$ cat src/rtl/t06_luck_level_selector.sv
`default_nettype none
// ============================================================================
// Module   : t06_luck_level_selector
// Brief    : Cyclic level selector driven by up/down buttons, with synchronisers,
//            edge detection and hold-to-repeat.
// Revision : 1.0 - initial release
// ============================================================================
module t06_luck_level_selector #(
    parameter int                 NUM_OPTS     = 3,
    parameter int                 SEL_W        = 2,
    parameter int                 STATE_W      = 2,
    parameter logic [STATE_W-1:0] SEL_STATE    = 2'b01,
    parameter int                 RESET_SEL    = 0,
    parameter int                 REPEAT_DELAY = 16,
    parameter int                 REPEAT_RATE  = 4
) (
    input  logic               clk,
    input  logic               nrst,
    input  logic               btn_up,
    input  logic               btn_dn,
    input  logic [STATE_W-1:0] state,
    output logic [SEL_W-1:0]   sel,
    output logic               changed,
    output logic               active
);

    localparam int               c_HMAX    = REPEAT_DELAY + REPEAT_RATE - 1;
    localparam int               c_HCNT_W  = (c_HMAX < 1) ? 1 : $clog2(c_HMAX + 1);
    localparam logic [c_HCNT_W-1:0] c_HMAX_V  = c_HCNT_W'(c_HMAX);
    localparam logic [c_HCNT_W-1:0] c_DELAY_V = c_HCNT_W'(REPEAT_DELAY);
    localparam logic [SEL_W-1:0]    c_LAST    = SEL_W'(NUM_OPTS - 1);
    localparam logic [SEL_W-1:0]    c_RESET_V = SEL_W'(RESET_SEL);

    logic r_s1_up, r_s2_up, r_prev_up;
    logic r_s1_dn, r_s2_dn, r_prev_dn;
    logic [c_HCNT_W-1:0] r_hcnt;
    logic [c_HCNT_W-1:0] w_hcnt_nxt;
    logic                r_armed;
    logic [SEL_W-1:0]    r_sel;
    logic [SEL_W-1:0]    w_sel_nxt;
    logic                r_changed;
    logic                r_active;

    logic w_in_sel, w_up, w_dn, w_pup, w_pdn;
    logic w_dir, w_pdir, w_same, w_press, w_repeat, w_step, w_armed_nxt;

    always_ff @(posedge clk or negedge nrst) begin
        if (!nrst) begin
            {r_prev_up, r_s2_up, r_s1_up} <= 3'b000;
            {r_prev_dn, r_s2_dn, r_s1_dn} <= 3'b000;
        end else begin
            {r_prev_up, r_s2_up, r_s1_up} <= {r_s2_up, r_s1_up, btn_up};
            {r_prev_dn, r_s2_dn, r_s1_dn} <= {r_s2_dn, r_s1_dn, btn_dn};
        end
    end

    // Both buttons held counts as no direction, so releasing one of them
    // presents a fresh qualified edge for the other.
    assign w_in_sel = (state == SEL_STATE);
    assign w_up     = r_s2_up & ~r_s2_dn;
    assign w_dn     = r_s2_dn & ~r_s2_up;
    assign w_pup    = r_prev_up & ~r_prev_dn;
    assign w_pdn    = r_prev_dn & ~r_prev_up;
    assign w_dir    = w_up | w_dn;
    assign w_pdir   = w_pup | w_pdn;
    assign w_same   = (w_up & w_pup) | (w_dn & w_pdn);
    assign w_press  = (w_up & ~w_pup) | (w_dn & ~w_pdn);

    // A hold only repeats if it began with a press accepted in the selection
    // state; a button carried in from another state never auto-repeats.
    assign w_repeat    = (REPEAT_DELAY > 0) && r_armed && (r_hcnt == c_DELAY_V);
    assign w_step      = w_in_sel & w_dir & (w_press | w_repeat);
    assign w_armed_nxt = w_in_sel & w_dir & (w_press | (r_armed & w_same));

    always_comb begin
        w_hcnt_nxt = '0;
        if (w_in_sel && w_dir && !(w_pdir && !w_same)) begin
            if (r_hcnt == c_HMAX_V) begin
                w_hcnt_nxt = c_DELAY_V;
            end else begin
                w_hcnt_nxt = r_hcnt + c_HCNT_W'(1);
            end
        end
    end

    always_comb begin
        w_sel_nxt = r_sel;
        if (w_step) begin
            if (r_sel > c_LAST) begin
                w_sel_nxt = '0;
            end else if (w_up) begin
                w_sel_nxt = (r_sel == c_LAST) ? '0 : r_sel + SEL_W'(1);
            end else begin
                w_sel_nxt = (r_sel == '0) ? c_LAST : r_sel - SEL_W'(1);
            end
        end
    end

    always_ff @(posedge clk or negedge nrst) begin
        if (!nrst) begin
            r_hcnt    <= '0;
            r_armed   <= 1'b0;
            r_sel     <= c_RESET_V;
            r_changed <= 1'b0;
            r_active  <= 1'b0;
        end else begin
            r_hcnt    <= w_hcnt_nxt;
            r_armed   <= w_armed_nxt;
            r_sel     <= w_sel_nxt;
            r_changed <= w_step;
            r_active  <= w_in_sel;
        end
    end

    assign sel     = r_sel;
    assign changed = r_changed;
    assign active  = r_active;

endmodule
`default_nettype wire

$ cat config.mk
export PLATFORM = sky130hd
export DESIGN_NAME = t06_luck_level_selector
export DESIGN_NICKNAME = d
export VERILOG_FILES = /design/src/rtl/t06_luck_level_selector.sv
export SDC_FILE = /design/constraint.sdc
export NUM_CORES = 1
export LEC_CHECK = 0
export CAP_MARGIN = 20
export CORE_MARGIN = 2
export CORE_UTILIZATION = 60
export CTS_BUF_LIST = sky130_fd_sc_hd__clkbuf_8
export CTS_CLUSTER_DIAMETER = 60
export DETAILED_ROUTE_END_ITERATION = 12
export DONT_BUFFER_PORTS = 1
export MAX_ROUTING_LAYER = met4
export PLACE_DENSITY = 0.73
export SLEW_MARGIN = 20
export SYNTH_ARGS = -nofsm -noshare
export SYNTH_HDL_FRONTEND = slang
export SYNTH_SLANG_ARGS = --single-unit
$ cat constraint.sdc
create_clock -name clk -period 2.25 [get_ports clk]
set_input_delay 0.3375 -clock clk [delete_from_list [all_inputs] [get_ports clk]]
set_output_delay 0.3375 -clock clk [all_outputs]
set_load 0.05 [all_outputs]
# Word level (Yosys, flattened, before mapping)
# Cells that the tools add are included.
# word_totals
register_bits,16
inputBits,6
word_cells,56
# op_classes
add_sub_neg,3
n_lt_le_gt_ge,1
eq_ne,4
n_mux,6
bitwise_logic,24
reduce_logical,7
# ops
cell,count
bitwise AND 1 bit,12
"equality test 5 bit, second input constant",2
two-way mux 5 bit,2
two-way mux 2 bit,4
NOT 1 bit,6
bitwise OR 1 bit,6
"adder 5 x 1 -> 5 bit, second input constant",1
logical AND 1 bit,4
"adder 2 x 1 -> 2 bit, second input constant",1
"equality test 2 x 1 -> 1 bit, second input constant",1
"equality test 2 bit, second input constant",1
"> comparator 2 bit, second input constant",1
zero test 1 bit,2
zero test 2 bit,1
"subtractor 2 x 1 -> 2 bit, second input constant",1

# Longest topological paths before layout
# depth
word_depth,9
mapped_depth,6
depth_no_buf,6

# Least setup slack after synthesis
# Ideal clock, no wire load.
# synth_path
path_kind,reg2reg
startpoint,register r_s2_up
endpoint,register r_sel[0] (netlist: sel[0])
setup_time_ps,125
arrival_time_ps,1533
slack_ps,592
stages_incl_launch_ff,6
path_buffers,0
synth_period_minus_slack_ps,1658
path_cell_list,dfrtp_1 inv_1 ha_1 or3b_4 a21o_2 mux2_4
# synth_via
elab_chain_len,6
# synth_lines
element,line_no,text
from (decl),34,"logic r_s1_up, r_s2_up, r_prev_up;"
from (signal assigned),52,"{r_prev_up, r_s2_up, r_s1_up} <= {r_s2_up, r_s1_up, btn_up};"
NOT 1 bit,61,assign w_dn = r_s2_dn & ~r_s2_up;
bitwise AND 1 bit,61,
bitwise AND 1 bit,67,assign w_press = (w_up & ~w_pup) | (w_dn & ~w_pdn);
bitwise OR 1 bit,67,
bitwise OR 1 bit,72,assign w_step = w_in_sel & w_dir & (w_press | w_repeat);
bitwise AND 1 bit,72,
to (signal assigned),103,r_sel <= c_RESET_V;
to (signal assigned),109,r_sel <= w_sel_nxt;
to (decl),39,logic [SEL_W-1:0] r_sel;
# Parallel ways exist; a longest one is shown, timed or not.
# A chain may end at the register's enable or synchronous reset.

# Final worst setup path
# layout_path
startpoint,register r_s2_up
endpoint,register r_sel[1] (netlist: sel[1])
# Same word-level chain as after synthesis.

==> summary.txt <==
GRT
  • GRT overflow: 0
  • Initial antenna violation count: 0
  • First-pass GRT wire length: 2070 um
  • Largest net degree at the start of global routing: 17
  • Vias in the first global route: 472
  • GRT Total Usage: 0.223

Final layout
  • Ant. Diodes: 0
  • Finished Layout Cells: 91
  • Fillers: 89
  • Post-layout util: 0.703
  • Area grow syn2layout: 12.6%
  • Share of cells above drive strength 1: 0.171
  • Post-route cell area: 881 sq um
  • Commonest non-fill, non-tap cells in the layout: dfrtp_1, inv_1, ha_1
  • Most common cell after layout, fill and taps aside: dfrtp_1
  • Layout Nets: 93

Synthesis
  • Post-synthesis sequential area ratio: 0.512
  • Cells after Synth: 69
  • EDFF count, synth: 0
  • Warnings from Yosys: 0
  • Yosys top cell area share: 0.512
  • Synth Area per Inst: 11.3 sq um
  • Dominant cell type by area after synthesis: dfrtp_1
  • Async SR Flop Fraction: 1.00
  • Top FF cell, synth: dfrtp_1
  • Post-synthesis cell type count: 20
  • Ranking of synthesized cells by area: dfrtp_1, ha_1, inv_1, mux2_4, nor2_1
  • Syn Nets: 85
  • Register bit count reported by yosys: 16
  • Mapped Area: 782 sq um

STA
  • Setup violators final: 0
  • Final Hold Viols: 0
  • Slew Limit Headroom: 0.539
  • Max-slew violations: 0
  • FMAX: 0.573 GHz
  • Final setup TNS: 0 ps
  • Final min period: 1740 ps
  • Fin Clk Skew: 3.19 ps
  • RSZ-0062 raised after global routing: no
  • Final Worst Setup Slack: 506 ps
  • Final Cycle Share: 0.775
  • Slew @ Worst Pin: 689 ps

Critical path
  • Crit-path max cell delay: 390 ps
  • Top Family by Delay on Critical Path: simple AND/OR/NAND/NOR gates
  • Max FO, Critical Path: 3
  • Max stage delay cell, worst path: or3b_4
  • Worst setup SP type: register
  • Worst path bufs/invs: 1
  • Critical-path cell list: inv_1 > ha_1 > or3b_4 > a21o_2 > mux2_4
  • CP Data Arrival Time: 1880 ps
  • Worst endpoint required time: 2380 ps
  • Crit path kind: register to register
  • Crit. End Element: register

Drt
  • Met3 WL: 71 um
  • Met1 wire length: 627 um
  • Drt drc: 0
  • Via Count: 471
  • First drt pass iteration count: 2
  • Max Used Layer: met3
  • Drt wl/cell: 13.6 um
  • Avg Vias per Cell: 5.18
  • Detail Route Antenna Nets: 0
  • Initial DRC count: 4
  • Met2 WL: 537 um
  • Final WL: 1240 um

CTS
  • Max Root-Sink Buffers: 2
  • H-tree depth: 1
  • Clk sinks: 16
  • Post-CTS Setup Bufs: 0
  • CTS buffer count: 3
  • CTS tree: done
  • Root buf cell: clkbuf_8
  • Worst skew pair latency: 250 ps
  • CTS clk-pin slew, worst paths: 60 ps

Power and ir drop
  • Peak VDD IR: 0.550 mV
  • Leakage: 0.000447 uW
  • Pwr Density: 935 nW/um^2

Placed design
  • PortBufs: 0
  • Routability cong.: 0.733
  • Post-placement cell count: 86
  • DP Wirelength: 942 um
  • Pre-CTS setup slack: 506 ps
  • Placed cell area: 816 sq um

Floorplan
  • Die Area: 1610 sq um
  • Starting Density: 0.624
  • I/O Pins: 10
  • Row cnt: 13
  • DIE HEIGHT: 40.1 um
  • Core area: 1250 sq um
  • Die Wd: 40.1 um

Min path
  • Min-delay worst type: primary input to register

Outcome
  • Status: complete, no violations

Run
  • Maxcap violations: 0
registers in the layout (all words and copies together), names as in the netlist:
name,cells
r_prev_dn,1
sel,2
r_s2_up,1
r_s1_dn,1
r_hcnt,5
r_armed,1
r_prev_up,1
changed,1
r_s1_up,1
active,1
r_s2_dn,1
per-stage QoR:
| stage | power, uW | hold slack, ps |
|---|---|---|
| 2_1_floorplan | 506 | 41.9 |
| 3_3_place_gp | 552 | 42.2 |
| 3_5_place_dp | 568 | 42.3 |
| 4_1_cts | 830 | 109 |
| 5_1_grt | 874 | 93.7 |
| 6_report | 823 | 114 |
worst register-to-register path, stage by stage, from the launching register on:
cell	delay [ps]
dfrtp_1	360
inv_1	50
ha_1	290
or3b_4	390
a21o_2	230
mux2_4	310
final timing paths:
| kind | to | cells past startpoint | startpoint | slack, ps |
|---|---|---|---|---|
| setup / recovery | sel[1] | 5 | r_s2_up | 510 |
| hold / removal | r_s1_up | 0 | btn_up | 110 |
| setup reg to reg | sel[1] | 5 | r_s2_up | 510 |
| hold reg to reg | r_s2_dn | 0 | r_s1_dn | 350 |
| max in group asynchronous | r_s1_dn | 1 | nrst | 1240 |
| min in group asynchronous | r_hcnt[2] | 1 | nrst | 570 |
cell usage after synthesis (2+ instances only):
master,n
o21ai_0,3
ha_1,10
inv_1,13
a21oi_1,2
mux2_4,2
nand3_1,3
nor2_1,8
dfrtp_1,16
report_power, final:
| group | switching (uW) | internal, uW | total [uW] |
|---|---|---|---|
| Sequential | 31.3 | 313 | 344 |
| Clock | 97.6 | 155 | 253 |
| Combinational | 140 | 86.3 | 227 |
routing by layer:
| metal | global-route usage | vias to the layer above |
|---|---|---|
| met3 | 0.122 | 0 |
| met2 | 0.306 | 11 |
| met4 | 0.0776 | 0 |
| li1 | - | 233 |
| met5 | - | - |
| met1 | 0.276 | 227 |
area by class of cell:
| type | count | area (sq um) | area share |
|---|---|---|---|
| Tap cell | 15 | 18.8 | 0.0213 |
| Timing Repair Buffer | 3 | 25.0 | 0.0284 |
| Multi-Input combinational cell | 40 | 333 | 0.378 |
| Sequential cell | 16 | 400 | 0.455 |
| Inverter | 13 | 48.8 | 0.0554 |
| Clock buffer | 4 | 55.1 | 0.0625 |
cells by family after synthesis:
family	Yosys count	share of synthesized area
compound gates	9	0.0736
flops	16	0.512
xor+xnor	2	0.0224
simple gates	15	0.104
mux	4	0.0656
fa+ha+maj	10	0.160
buf+inv	13	0.0624
timing repair:
| item | CTS | global route |
|---|---|---|
| resized for setup | 0 | 0 |
| hold endpoints to repair | 16 | 0 |
| hold buffers | 1 | 0 |
No activity file was read; power rests on OpenSTA's default activity.
